`config.mk`:
```
export PLATFORM = sky130hd
export DESIGN_NAME = cascade_sequencer
export DESIGN_NICKNAME = d
export VERILOG_FILES = /design/src/rtl/cascade_sequencer.sv
export SDC_FILE = /design/constraint.sdc
export NUM_CORES = 1
export LEC_CHECK = 0
export CORE_MARGIN = 2
export CORE_UTILIZATION = 46
export CTS_BUF_LIST = sky130_fd_sc_hd__clkbuf_16
export CTS_CLUSTER_DIAMETER = 200
export DETAILED_ROUTE_END_ITERATION = 10
export PLACE_DENSITY_LB_ADDON = 0.12
export SLEW_MARGIN = 20
export SYNTH_ARGS = -nofsm -noshare
export SYNTH_HDL_FRONTEND = slang
export SYNTH_SLANG_ARGS = --single-unit
```
`constraint.sdc`:
```
create_clock -name clk -period 1.5 [get_ports clk]
set_input_delay 0.225 -clock clk [delete_from_list [all_inputs] [get_ports clk]]
set_output_delay 0.225 -clock clk [all_outputs]
set_load 0.05 [all_outputs]
```
`src/rtl/cascade_sequencer.sv`:
```
// Cascade-bus sequencer: tracks INTA pulses, drives CAS as master, claims the vector as slave.
// Outputs are registered one cycle behind the edge detector; CASCADE_TIMEOUT_EN adds an inter-pulse abort.
module cascade_sequencer #(
    parameter int CAS_W     = 3,
    parameter int TO_CYCLES = 64
) (
    input  logic                clk,
    input  logic                rst_n,
    input  logic                sp_en,
    input  logic                sngl,
    input  logic                mode_8080,
    input  logic [2**CAS_W-1:0] icw3,
    input  logic [CAS_W-1:0]    ack_ir,
    input  logic                inta,
    input  logic [CAS_W-1:0]    cas_in,
    output logic [CAS_W-1:0]    cas_out,
    output logic                cas_oe,
    output logic                sel_slave,
    output logic                code_en,
    output logic [1:0]          byte_sel,
    output logic                busy,
    output logic                err
);

    typedef enum logic [1:0] {IDLE, ACTIVE, ABORT} state_t;

    state_t           state, state_nx;
    logic             inta_q;
    logic [1:0]       pcnt, pcnt_nx;
    logic [CAS_W-1:0] ack_q, ack_nx, id_q, id_nx;
    logic             casc_q, casc_nx, src_q, src_nx, slv_q, slv_nx;
    logic             m8080_q, m8080_nx, sel_q, sel_nx;
    logic             start, fin, last, timeout;

    assign start = inta & ~inta_q;
    assign fin   = ~inta & inta_q;
    assign last  = fin && (pcnt == (m8080_q ? 2'd3 : 2'd2));

`ifdef CASCADE_TIMEOUT_EN
    localparam int TO_W = $clog2(TO_CYCLES + 1);
    logic [TO_W-1:0] to_cnt;

    // Counts idle-bus clocks between pulses; any high INTA sample restarts it.
    always_ff @(posedge clk or negedge rst_n) begin
        if (!rst_n)
            to_cnt <= '0;
        else if (state != ACTIVE || inta)
            to_cnt <= '0;
        else if (to_cnt != TO_W'(TO_CYCLES))
            to_cnt <= to_cnt + 1'b1;
    end

    assign timeout = (state == ACTIVE) && !inta && (to_cnt == TO_W'(TO_CYCLES));
`else
    assign timeout = 1'b0;
`endif

    always_comb begin
        state_nx = state;
        pcnt_nx  = pcnt;
        ack_nx   = ack_q;
        id_nx    = id_q;
        casc_nx  = casc_q;
        src_nx   = src_q;
        slv_nx   = slv_q;
        m8080_nx = m8080_q;
        sel_nx   = sel_q;
        case (state)
            ACTIVE: begin
                if (start) begin
                    pcnt_nx = pcnt + 2'd1;
                    if (pcnt == 2'd1)
                        sel_nx = slv_q && (cas_in == id_q);
                end else if (last || timeout) begin
                    state_nx = last ? IDLE : ABORT;
                    pcnt_nx  = 2'd0;
                    sel_nx   = 1'b0;
                end
            end
            default: begin
                // ABORT lasts one cycle; a start seen here opens a fresh sequence.
                state_nx = IDLE;
                if (start) begin
                    state_nx = ACTIVE;
                    pcnt_nx  = 2'd1;
                    ack_nx   = ack_ir;
                    id_nx    = icw3[CAS_W-1:0];
                    m8080_nx = mode_8080;
                    casc_nx  = sp_en & ~sngl & icw3[ack_ir];
                    slv_nx   = ~sp_en & ~sngl;
                    src_nx   = ~(sp_en & ~sngl & icw3[ack_ir]) & ~(~sp_en & ~sngl);
                    sel_nx   = 1'b0;
                end
            end
        endcase
    end

    logic             active, in_pulse, drive, code_d;
    logic [1:0]       byte_d;
    logic [CAS_W-1:0] cas_d;

    always_comb begin
        active   = (state == ACTIVE);
        in_pulse = active & inta_q;
        if (casc_q)
            drive = m8080_q && (pcnt == 2'd1);
        else if (src_q)
            drive = m8080_q || (pcnt >= 2'd2);
        else
            drive = sel_q && (pcnt >= 2'd2);
        code_d = in_pulse & drive;
        byte_d = code_d ? 2'(pcnt - 2'd1) : 2'd0;
        cas_d  = (active && casc_q) ? ack_q : '0;
    end

    always_ff @(posedge clk or negedge rst_n) begin
        if (!rst_n) begin
            state     <= IDLE;
            inta_q    <= 1'b0;
            pcnt      <= 2'd0;
            ack_q     <= '0;
            id_q      <= '0;
            casc_q    <= 1'b0;
            src_q     <= 1'b0;
            slv_q     <= 1'b0;
            m8080_q   <= 1'b0;
            sel_q     <= 1'b0;
            cas_out   <= '0;
            cas_oe    <= 1'b0;
            sel_slave <= 1'b0;
            code_en   <= 1'b0;
            byte_sel  <= 2'd0;
            busy      <= 1'b0;
            err       <= 1'b0;
        end else begin
            state     <= state_nx;
            inta_q    <= inta;
            pcnt      <= pcnt_nx;
            ack_q     <= ack_nx;
            id_q      <= id_nx;
            casc_q    <= casc_nx;
            src_q     <= src_nx;
            slv_q     <= slv_nx;
            m8080_q   <= m8080_nx;
            sel_q     <= sel_nx;
            cas_out   <= cas_d;
            cas_oe    <= active & casc_q;
            sel_slave <= active & sel_q;
            code_en   <= code_d;
            byte_sel  <= byte_d;
            busy      <= active;
            err       <= (state == ABORT);
        end
    end

endmodule

```
==> metrics.md <==
| Metric | Value |
|---|---|
| Worst Setup Start Kind | primary input |
| Top Layer Used | met4 |
| Initial antenna violation count | 0 |
| Fin area | 1465 um^2 |
| PortBufs | 28 |
| Num CTS Buffers | 3 |
| Count leader, synth | nand2_1 |
| Final total power | 2.422 mW |
| Max FO, Critical Path | 5 |
| Setup CP Type | in -> reg |
| Vias in the first global route | 851 |
| Reg power frac | 43.9% |
| EDFF count, synth | 0 |
| Synth top cells by count | 28 x nand2_1, 24 x dfrtp_1, 5 x inv_1, 5 x nand3_1, 5 x nor2_1 |
| Maximum vdd drop | 925.2 uV |
| Warnings, synthesis | 0 |
| Clock root buffer | clkbuf_16 |
| I/O pins | 30 |
| Met3 WL | 111 um |
| Gr usage total | 17.96% |
| Starting density of the core | 48.25% |
| Final RePlAce weighted congestion | 0.7936 |
| Synth-to-layout area growth | 37.28% |
| Syn Inst Count | 105 |
| Syn Std Cell Area | 1067 um^2 |
| Detailed placement HPWL | 1637 um |
| Placed cell count | 164 |
| Sequential share of the synthesized area | 56.27% |
| Pleak | 0.7462 nW |
| Internal | 1.546 mW |
| Setup Fix Bufs, Post-CTS | 0 |
| CTS tree | yes |
| Setup Skew | 0.001565 ns |
| Fin Setup TNS | 0 ns |
| Distinct cells, synth | 29 |
| Seq cells post-synth | 24 |
| Worst skew pair latency | 0.25 ns |
| Layout Nets | 163 |
| Routed Antenna Nets | 0 |
| Die width | 52.17 um |
| RSZ-0062 raised after global routing | false |
| WL met1 | 806 um |
| Final hold viol count | 0 |
| Register Area | 600.6 um^2 |
| Clock group share of total power | 23.4% |
| Area leader, netlist | dfrtp_1 |
| Maxcap violations | 0 |
| Avg Inst Size Synth | 10.16 um^2 |
| Placement Cell Area | 1384 um^2 |
| First DRT Iteration DRCs | 14 |
| Critical path arrival | 1.51 ns |
| Residual DRC | 0 |
| Row count | 17 |
| Syn nets | 127 |
| First-pass DRT Iterations | 6 |
| Dominant synthesized flop cell | dfrtp_1 |
| Yosys top cell area share | 56.27% |
| P_sw | 875.2 uW |
| Clock Pin Slew Worst Setup and Hold Paths | 0.06 ns |
| Die Y | 52.17 um |
| PwrDens | 1653 nW/um^2 |
| Synth area leaders | dfrtp_1 56%, nand2_1 9.8%, mux2i_1 3.8% |
| Fill count | 206 |
| Std-Cell Core Area | 2212 um^2 |
| Multi-input logic area | 419.2 um^2 |
| Clock sinks | 24 |
| Final Slew Violations | 0 |
| Finished Layout Cells | 168 |
| Die ar. | 2722 um^2 |
| Setup crit end kind | flop |
| Fraction of registers with async set/reset | 100.0% |
| DR vias/cell | 4.976 |
| Worst path required time | 1.63 ns |
| Status | finished, final reports clean |
| Share of layout cells above drive strength 1 | 14.29% |
| # H-tree levels | 1 |
| Tcrit/Tclk final | 91.68% |
| DR WL met2 | 1148 um |
| Antenna Cells | 0 |
| Via count | 836 |
| Switching Share | 36.14% |
| Largest net degree at the start of global routing | 25 |
| Final wirelength | 2081 um |
| Worst min-delay path class | in -> async |
| Final period demand of the worst path | 1.375 ns |
| Combinational share of power | 32.7% |
| FMAX | 727.1 MHz |
| First-pass GRT wire length | 3539 um |
| Grt total ovfl | 0 |
| Wire per inst | 12.39 um |
| Max Root-Sink Buffers | 2 |
| Final setup vio count | 0 |
critical path, cell delays in order:
cell	delay (ns)
clkdlybuf4s50_1	0.54
nor2b_1	0.24
buf_4	0.14
a31oi_1	0.06
o21ai_0	0.20
o41ai_1	0.10
through the flow:
step | hold slack, ns | setup WS (ns) | utilization [%]
finish | 0.3243 | 0.1248 | 66.23
global route | 0.3579 | 0.003571 | 66.23
CTS | 0.3384 | 0.03566 | 66.12
detailed placement | 0.4602 | -0.2321 | 62.56
global placement | 0.4541 | -0.1874 | 62.56
floorplan | -0.07059 | 0.3082 | -
cell families (layout without fill, tap and decap cells):
group                      Yosys count  count (layout)  synth area share [%]
and+or+nand+nor                     49              49                 20.87
other                                1               1                0.3514
xor gates and xnor gates             4               4                 3.283
buffers and inverters                9              44                 4.455
adders and majority gates            2               2                 2.344
DFF                                 24              24                 56.27
AOI/OAI and AO/OA                   11              11                 6.565
muxes                                5               5                 5.862
power groups by stage:
stage / Combinational [mW] / Clock, mW / Sequential, mW
2_1_floorplan: 0.402 / 0 / 1.19
3_3_place_gp: 0.780 / 0 / 1.06
3_5_place_dp: 0.795 / 0 / 1.08
4_1_cts: 0.804 / 0.579 / 1.06
5_1_grt: 0.882 / 0.599 / 1.09
6_report: 0.792 / 0.568 / 1.06
final cells by class:
| type | instances | share of cell area, % |
|---|---|---|
| multi-input cells | 72 | 28.61 |
| repair buffers | 35 | 21.35 |
| well taps | 28 | 2.391 |
| clock inverters | 1 | 0.2562 |
| inverters | 5 | 1.281 |
| clock buffers | 3 | 5.124 |
| flip-flops and latches | 24 | 40.99 |
per-layer routing:
metal  track usage [%]  vias to the layer above
met2             33.54                       26
met1             18.44                      394
li1                  -                      414
met4             9.829                        0
met3             3.714                        2
met5                 0                        -
timing repair:
action,CTS,global route
resized for setup,0,1
endpoints found under the setup margin,0,1
hold endpoints to repair,0,0
hold buffers,0,0
placed cells by master (no fill, tap or decap):
cell,Yosys,final
a211oi_1,1,1
a21oi_1,2,2
a31oi_1,1,1
and2_1,2,2
and3_1,3,3
and3b_1,1,1
buf_4,1,16
clkbuf_16,0,3
clkdlybuf4s50_1,0,18
clkinv_1,0,1
conb_1,1,1
dfrtp_1,24,24
dlymetal6s2s_1,0,1
ha_1,2,2
inv_1,5,5
mux2i_1,4,4
mux4_2,1,1
nand2_1,28,28
nand2b_1,1,1
nand3_1,5,5
nand3b_1,2,2
nand4_1,1,1
nor2_1,5,5
nor2b_1,1,1
o211ai_1,1,1
o21ai_0,2,2
o21ai_1,1,1
o31ai_1,2,2
o41ai_1,1,1
xnor2_1,2,2
xor2_1,2,2
state kept, by name, indices dropped and copies added (netlist names), 2 cells and up:
name and count:
pcnt 2, ack_q 3, id_q 3, cas_out 3
byte_sel 2
final timing paths:
check                          start          end  slack, ns  depth (start not counted)
max reg2reg                 state[0]        sel_q       0.16                          4
min in group clk           ack_ir[1]     ack_q[1]       0.35                          3
min                            rst_n       cas_oe       0.32                          2
max in group asynchronous      rst_n  byte_sel[1]       0.94                          2
max                             inta        sel_q       0.12                          6
min reg2reg                 ack_q[0]     ack_q[0]       0.47                          2
No activity file was read; power rests on OpenSTA's default activity.
